### src/rtl/hp_manager.sv
// hp_manager: tracks both tanks' health, hit cooldowns and round state.
module hp_manager #(
  parameter int HP_MAX = 200,
  parameter int COOLDOWN_FRAMES = 30
) (
  input  logic       clk,
  input  logic       rst,
  input  logic       new_game,
  input  logic       hit_our,
  input  logic [7:0] dmg_our,
  input  logic       hit_enemy,
  input  logic [7:0] dmg_enemy,
  input  logic       vblnk,
  output logic [7:0] HP_our_state,
  output logic [7:0] HP_enemy_state,
  output logic       immune_our,
  output logic       immune_enemy,
  output logic [1:0] round_state
);
  typedef enum logic [1:0] {IDLE = 2'd0, PLAYING = 2'd1, OVER = 2'd2} state_t;
  localparam logic [7:0] HP_FULL = 8'(HP_MAX);
  localparam logic [5:0] CD_LOAD = 6'(COOLDOWN_FRAMES);
  state_t state_q, state_d;
  logic [7:0] hp_our_q, hp_our_d, hp_enemy_q, hp_enemy_d;
  logic [5:0] cd_our_q, cd_our_d, cd_enemy_q, cd_enemy_d;
  logic vblnk_q, tick, acc_our, acc_enemy;
  always_comb begin
    tick = vblnk & ~vblnk_q;
    acc_our = (state_q == PLAYING) && hit_our && (cd_our_q == 6'd0) && (dmg_our != 8'd0);
    acc_enemy = (state_q == PLAYING) && hit_enemy && (cd_enemy_q == 6'd0) && (dmg_enemy != 8'd0);
    hp_our_d = new_game ? HP_FULL : !acc_our ? hp_our_q :
               (dmg_our >= hp_our_q) ? 8'd0 : hp_our_q - dmg_our;
    hp_enemy_d = new_game ? HP_FULL : !acc_enemy ? hp_enemy_q :
                 (dmg_enemy >= hp_enemy_q) ? 8'd0 : hp_enemy_q - dmg_enemy;
    // a reload takes precedence over a same-cycle frame tick
    cd_our_d = new_game ? 6'd0 : acc_our ? CD_LOAD :
               (tick && cd_our_q != 6'd0) ? cd_our_q - 6'd1 : cd_our_q;
    cd_enemy_d = new_game ? 6'd0 : acc_enemy ? CD_LOAD :
                 (tick && cd_enemy_q != 6'd0) ? cd_enemy_q - 6'd1 : cd_enemy_q;
    state_d = new_game ? PLAYING :
              (state_q == PLAYING && (hp_our_d == 8'd0 || hp_enemy_d == 8'd0)) ? OVER : state_q;
  end
  always_ff @(posedge clk) begin
    if (rst) begin
      state_q <= IDLE;
      hp_our_q <= HP_FULL;
      hp_enemy_q <= HP_FULL;
      cd_our_q <= 6'd0;
      cd_enemy_q <= 6'd0;
      vblnk_q <= 1'b0;
    end else begin
      state_q <= state_d;
      hp_our_q <= hp_our_d;
      hp_enemy_q <= hp_enemy_d;
      cd_our_q <= cd_our_d;
      cd_enemy_q <= cd_enemy_d;
      vblnk_q <= vblnk;
    end
  end
  assign HP_our_state = hp_our_q;
  assign HP_enemy_state = hp_enemy_q;
  assign immune_our = cd_our_q != 6'd0;
  assign immune_enemy = cd_enemy_q != 6'd0;
  assign round_state = state_q;
endmodule

### config.mk
export PLATFORM = sky130hd
export DESIGN_NAME = hp_manager
export DESIGN_NICKNAME = d
export VERILOG_FILES = /design/src/rtl/hp_manager.sv
export SDC_FILE = /design/constraint.sdc
export NUM_CORES = 1
export LEC_CHECK = 0
export BUFFER_PORTS_ARGS = -buffer_cell sky130_fd_sc_hd__buf_4
export CORE_ASPECT_RATIO = 2
export CORE_UTILIZATION = 40
export DETAILED_ROUTE_END_ITERATION = 7
export PLACE_DENSITY = 0.72
export SLEW_MARGIN = 5
export SYNTH_ARGS = -nofsm -noshare
export SYNTH_HDL_FRONTEND = slang
export SYNTH_SLANG_ARGS = --single-unit
### constraint.sdc
create_clock -name clk -period 2.7 [get_ports clk]
set_clock_uncertainty 0.15 [all_clocks]
set_input_delay 0.27 -clock clk [delete_from_list [all_inputs] [get_ports clk]]
set_output_delay 0.27 -clock clk [all_outputs]
set_load 0.02 [all_outputs]
# == Yosys cells after proc, flatten, opt, wreduce, memory -nomap -nowiden ==
# Cells that the tools add are included.
# totals
register_bits,31
inputBits,22
out_inout_bits,20
elab_cells,54
# op_classes
n_addsub,4
order_cmp,2
n_eq_ne,1
mux,12
bitwise_logic,2
reduce_logical,24
# op_table
operator,n
2-to-1 mux 8 bit,6
2-to-1 mux 5 bit,4
>= comparator 8 bit,2
zero test 8 bit,2
nonzero test 8 bit,2
subtractor 8 bit,2
zero test 6 bit,2
nonzero test 6 bit,2
"subtractor 6 x 1 -> 6 bit, second input constant",2
logical AND 1 bit,9
nonzero test 2 bit,3
OR reduction 3 bit,2
"== test 2 x 1 -> 1 bit, second input constant",1
2-to-1 mux 1 bit,2
OR reduction 2 bit,1
bitwise AND 1 bit,1
logical OR 1 bit,1
NOT 1 bit,1

# == Logic depth before layout (Yosys ltp) ==
# Gate-level depths: netlist (run 1).
# logic_depth
depth_word,11
mapped_depth,12
depth_no_buf,12

# == Worst setup path after synthesis (run 1) ==
# OpenSTA, ideal clock, no wires.
# synth_timing
path_type,flip-flop to flip-flop
start,register hp_our_q[0] (netlist: HP_our_state[0])
end,register state_q[0] (netlist: round_state[0])
arrival_ns,2.662
slack_ns,-0.227
path_stages_with_launch,12
n_path_buf,0
period_less_slack_ns,2.927
cell_sequence,dfxtp_1 inv_1 ha_1 inv_1 fa_1 a21o_1 a221oi_2 xnor2_1 or4_1 a2111oi_1 a41oi_1 o21a_1
# synth_via
elab_chain_len,8
# synth_lines
item,line,text
from (decl),24,"logic [7:0] hp_our_q, hp_our_d, hp_enemy_q, hp_enemy_d;"
from (signal assigned),53,hp_our_q <= hp_our_d;
subtractor 8 bit / >= comparator 8 bit (equally long branches),32,(dmg_our >= hp_our_q) ? 8'd0 : hp_our_q - dmg_our;
2-to-1 mux 8 bit,32,
2-to-1 mux 8 bit * (2 in a row),31,hp_our_d = new_game ? HP_FULL : !acc_our ? hp_our_q :
zero test 8 bit *,41,(state_q == PLAYING && (hp_our_d == 8'd0 || hp_enemy_d == 8'd0)) ? OVER : state_q;
logical OR 1 bit *,41,
logical AND 1 bit *,41,
nonzero test 2 bit (no line) *,--,
to (signal assigned),52,state_q <= state_d;
to (decl),23,"state_t state_q, state_d;"
# Every way passes the cells marked *; elsewhere a longest branch is shown, timed or not.
# A chain may end at the register's enable or synchronous reset.

# == Worst setup path after layout (run 1) ==
# Ends and elaborated chain as after synthesis.

==> results.yml, run 1 <==
run_status:
  status: "complete, but fails checks"
  violations: "negative setup slack"
clock_network:
  cts.sinks: 31
  ctsLongestPathBuffers: 2
  clock_latency_ps: 270
  cts.clk_slew.worst_paths_ps: 70
  cts-htree-levels: 2
  postCtsHoldBufs: 0
  root_buffer: "clkbuf_8"
  cts_tree: "yes"
  cts_buffers: 5
power:
  vdd_drop_max_uv: 312
  p_clk_share_pct: 33.7
  internal_power_w: 0.000972
  powerDensity_mw_per_mm2: 480
  combPwrFrac_pct: 30.6
  p_leak_nw: 1.31
  finalPower_w: 0.00139
  power.switching_w: 0.000419
  seqPwrFrac_pct: 35.7
  swShare_pct: 30.1
floorplanning:
  rows: 37
  start_util_pct: 41.4
  coreArea_sq_mm: 0.00514
  die_x_um: 53.6
  die_area_sq_mm: 0.00563
  die_y_um: 105
  io_pins: 42
routing:
  ant_nets: 0
  wl_per_cell_um: 14.8
  route.detailed.drc: 0
  drt_pass1_iterations: 4
  drt_wl_total_mm: 5.93
  num_vias: 2200
  vias_per_cell: 5.47
  drt_iter0_markers: 34
critical_path:
  start_kind: "register"
  critPathMostFrequentCell: "inv_2"
  crit_path_cell_trace: "inv_2 > ha_4 > inv_2 > fa_2 > a21o_1 > a221oi_2 > xnor2_1 > or4_4 > a2111oi_4 > a41oi_2 > o21a_1"
  crit_type: "register to register"
  worst-path-stages: 11
  path_delay_family: "compound AO/OA/AOI/OAI gates"
  arrival_ps: 2870
  cpMaxStageDelayCell: "or4_4"
  reg2reg_depth: 11
  crit_buf_inv: 2
  worstPathRequired_ps: 2720
  cp_max_fo: 2
  worstSetupEndpointType: "register"
  slowest_delay_ps: 500
grt:
  track_usage_pct: 22.9
  grt_pass1_wl_mm: 9.63
  grt_pass1_vias: 2271
  antenna_found_initial: 0
  grt_max_degree: 24
  grt_overflow: 0
timing:
  setup_viol: 2
  relSlewSlack_pct: 62.9
  finalMaxSlewViolations: 0
  tns_ps: -240
  fmax_mhz: 352
  rsz0062_at_grt: "true"
  tightest_slew_ps: 551
  fin_crit_ps: 2840
  fin_crit_sh_pct: 105
  hold_viol: 0
  worst_slack_ps: -145
yosys:
  synth_seq_area_share_pct: 29.2
  synth_top_area_share_pct: 29.2
  synth-main-ff-cell: "dfxtp_1"
  synth.most_common_cell: "a21oi_1"
  syn_inst: 272
  synth_seq_cells: 31
  yosysWarnings: 0
  synthTopCellsByCount: "a21oi_1, dfxtp_1, inv_1, nor2_1, ha_1"
  synth_area_leaders: "dfxtp_1, ha_1, a21oi_1, xnor2_1, inv_1"
  netlist.top_cell.by_area: "dfxtp_1"
  synth_edf_count: 0
  syn_nets: 316
  ys_types: 42
  syn_area_per_cell_sq_um: 7.82
  synth_area_sq_mm: 0.00213
  async_flop_share_pct: 0
cells_and_area:
  diodes: 0
  fill_cells: 471
  drive_gt1_share_pct: 28.5
  fin_area_sq_mm: 0.00290
  area_growth_pct: 36.3
  nNetsFinal: 387
hold_path:
  hp-class: "input port to register"
  holdPathStages: 2
placement:
  place_area_sq_mm: 0.00270
  dpl.hpwl_mm: 4.64
  place_congestion: 0.902
  io_buffers: 41
job:
  cap_violations: 0
per-stage QoR:
stage	utilization, %	hold WS [ps]	worst slack (ps)	std cells
after floorplan	-	192	-49.8	272
after global placement	52.6	311	-98.7	393
after detailed placement	52.6	316	-168	393
after CTS	55.4	17.8	-132	402
after global routing	56.4	26.2	-239	402
final	56.4	23.0	-145	402
cell usage in the layout, fill, tap and decap left out, drive strengths merged, types with 4 or more instances in the layout:
master | Yosys | routed
buf | 1 | 72
a21oi | 32 | 32
dfxtp | 31 | 31
nor2 | 28 | 28
inv | 28 | 28
ha | 20 | 20
nand2 | 17 | 17
xnor2 | 16 | 16
nor3 | 14 | 14
nor4 | 8 | 8
o21ai | 7 | 7
and3 | 6 | 6
nand4 | 6 | 6
clkbuf | 7 | 6
nand3 | 5 | 5
xor2 | 4 | 4
o21a | 4 | 4
a21o | 4 | 4
kinds of logic (layout without fill, tap and decap cells):
family	count (synthesis)	in the layout	synth area share [%]
XOR/XNOR	20	20	8.23
adder cells (fa/ha/maj)	22	22	13.6
buffers and inverters	36	108	6.71
multiplexers	1	1	0.471
AND/OR/NAND/NOR	99	99	23.2
AO/OA/AOI/OAI	63	63	18.6
flip-flops	31	31	29.2
state kept, by name (all words and copies together) (netlist names):
signal	count
round_state	2
cd_our_q	6
vblnk_q	1
cd_enemy_q	6
HP_enemy_state	8
HP_our_state	8
layout make-up:
type / count / area, sq um / area share (%)
multi-input cells: 205 / 1440 / 49.7
flip-flops and latches: 31 / 622 / 21.5
repair buffers: 72 / 541 / 18.6
inverters: 28 / 105 / 3.63
clock buffers: 6 / 82.6 / 2.85
well taps: 58 / 72.6 / 2.50
clock inverters: 2 / 35.0 / 1.21
metal layers:
metal | share of wire [%] | global-route usage (%)
met5 | 0 | 0
met4 | 4.9 | 14.3
met3 | 3.6 | 3.78
met2 | 56 | 42.9
met1 | 36 | 20.6
worst register-to-register path, stage by stage (launching register included):
cell and delay (ps):
dfxtp_2 330, inv_2 60, ha_4 130, inv_2 40
fa_2 330, a21o_1 200, a221oi_2 290, xnor2_1 120
or4_4 500, a2111oi_4 330, a41oi_2 80, o21a_1 180
worst paths after layout:
| check | endpoint | startpoint | slack (ps) |
|---|---|---|---|
| min reg2reg | round_state[1] | round_state[1] | 380 |
| min | vblnk_q | rst | 20 |
| max reg2reg | round_state[0] | HP_our_state[0] | -140 |
| max | round_state[0] | HP_our_state[0] | -140 |
power groups by stage:
stage               registers [W]  logic (W)  clock network [W]
finish                   0.000497   0.000426           0.000468
global route             0.000499   0.000471           0.000494
CTS                      0.000497   0.000411           0.000475
detailed placement       0.000506   0.000403                  0
global placement         0.000506   0.000397                  0
floorplan                0.000512   0.000246                  0
timing repair:
item	4_1_cts	5_1_grt
buffers inserted	1	0
endpoints found under the setup margin	2	6
cloned	0	0
gates resized for setup	5	8
pin swaps	2	6
No activity file was read; power rests on OpenSTA's default activity.
==> run 2, diff against run 1 <==
--- a/config.mk
+++ b/config.mk
@@ -5,11 +5,11 @@
 export SDC_FILE = /design/constraint.sdc
 export NUM_CORES = 1
 export LEC_CHECK = 0
-export BUFFER_PORTS_ARGS = -buffer_cell sky130_fd_sc_hd__buf_4
 export CORE_ASPECT_RATIO = 2
 export CORE_UTILIZATION = 40
 export DETAILED_ROUTE_END_ITERATION = 7
-export PLACE_DENSITY = 0.72
+export DONT_BUFFER_PORTS = 1
+export PLACE_DENSITY = 0.65
 export SLEW_MARGIN = 5
 export SYNTH_ARGS = -nofsm -noshare
 export SYNTH_HDL_FRONTEND = slang
==> results.yml, run 2 (synthesized netlist as in run 1, its figures left out) <==
hold_path:
  hp-class: "input port to register"
  holdPathStages: 2
timing:
  worst_slack_ps: -157
  tns_ps: -235
  hold_viol: 0
  finalMaxSlewViolations: 0
  relSlewSlack_pct: 49.5
  tightest_slew_ps: 748
  fmax_mhz: 350
  fin_crit_ps: 2860
  fin_crit_sh_pct: 106
  setup_viol: 2
  rsz0062_at_grt: "true"
grt:
  grt_pass1_wl_mm: 9.08
  grt_pass1_vias: 2116
  track_usage_pct: 22.4
  grt_max_degree: 24
  antenna_found_initial: 0
  grt_overflow: 0
clock_network:
  clock_latency_ps: 290
  cts-htree-levels: 2
  cts.sinks: 31
  cts.clk_slew.worst_paths_ps: 70
  cts_tree: "yes"
  root_buffer: "clkbuf_8"
  ctsLongestPathBuffers: 2
  cts_buffers: 5
floorplanning:
  rows: 37
  die_x_um: 53.6
  start_util_pct: 41.4
  die_y_um: 105
  die_area_sq_mm: 0.00563
  coreArea_sq_mm: 0.00514
  io_pins: 42
critical_path:
  arrival_ps: 2890
  cp_max_fo: 2
  crit_type: "register to register"
  worstSetupEndpointType: "register"
  worstPathRequired_ps: 2730
  reg2reg_depth: 11
  start_kind: "register"
run_status:
  status: "complete, but fails checks"
  violations: "negative setup slack"
routing:
  vias_per_cell: 5.63
  drt_pass1_iterations: 4
  drt_wl_total_mm: 5.75
  ant_nets: 0
  num_vias: 2042
  route.detailed.drc: 0
  drt_iter0_markers: 40
  wl_per_cell_um: 15.8
cells_and_area:
  final_cells: 363
  nNetsFinal: 349
  drive_gt1_share_pct: 17.4
  mostFrequentLayoutCells: "a21oi_1, buf_4, dfxtp_1"
  fill_cells: 503
  diodes: 0
  finalCoreUtilization_pct: 50.0
  area_growth_pct: 20.7
  fin_area_sq_mm: 0.00257
power:
  combPwrFrac_pct: 29.4
  seqPwrFrac_pct: 40.0
  p_leak_nw: 1.09
  swShare_pct: 32.8
  internal_power_w: 0.000829
  finalPower_w: 0.00123
  p_clk_share_pct: 30.6
  vdd_drop_max_uv: 336
  powerDensity_mw_per_mm2: 480
  power.switching_w: 0.000405
placement:
  io_buffers: 0
  dpl.hpwl_mm: 4.56
  place_area_sq_mm: 0.00240
  dp_cells: 353
  place_congestion: 0.876
job:
  cap_violations: 0
run 2: changes by cell type in the layout (fill, tap and decap cells not counted), sizes merged:
cell and delta:
dlygate4sd3 +2, buf -40, bufinv -1
run 2: power groups by stage:
stage,registers [W],clock network (W),logic [W]
after detailed placement,0.000503,0,0.000348
final,0.000493,0.000378,0.000363
after floorplan,0.000512,0,0.000246
after global placement,0.000503,0,0.000345
after global routing,0.000496,0.000406,0.000406
after CTS,0.000493,0.000391,0.000355
run 2: worst max-delay path, cell delays in order (launching register included):
cell       delay (ps)
dfxtp_2           330
inv_2              60
ha_4              120
inv_2              30
fa_2              340
a21o_1            190
a221oi_2          310
xnor2_1           140
or4_4             510
a2111oi_4         320
a41oi_2            70
o21a_1            190
run 2: final cells by class:
class,count,area [sq um],area share [%]
clock inverter,1,5.00,0.195
inverter,28,105,4.09
sequential,31,622,24.2
clock buffer,6,82.6,3.22
multi-input combinational,205,1420,55.3
timing repair buffer,34,260,10.1
tap,58,72.6,2.83
run 2: metal layers:
layer	global-route usage, %	up-vias	wire length (um)
li1	-	1023	-
met1	18.7	932	1930
met2	42.3	69	3250
met3	5.39	18	317
met4	14.1	0	249
met5	0	-	0
run 2: worst paths after layout:
kind,start,endpoint,slack (ps)
worst min register to register,cd_enemy_q[1],cd_enemy_q[1],400
worst max register to register,HP_our_state[0],round_state[0],-160
worst min-delay path,rst,HP_enemy_state[7],30
worst max-delay path,HP_our_state[0],round_state[0],-160
run 2: metrics by stage:
step | setup WS, ps | hold slack [ps]
after CTS | -159 | 36.7
after floorplan | -49.8 | 192
after global routing | -334 | 54.0
after global placement | -74.1 | 193
after detailed placement | -162 | 196
final | -157 | 34.7
run 2: timing repair:
action | in CTS | in global routing
buffers inserted | 0 | 1
endpoints found under the setup margin | 2 | 3
gates cloned | 0 | 0
endpoints found under the hold margin | 2 | 0
pin swaps | 1 | 3
gates resized for setup | 4 | 5
hold buffers | 2 | 0
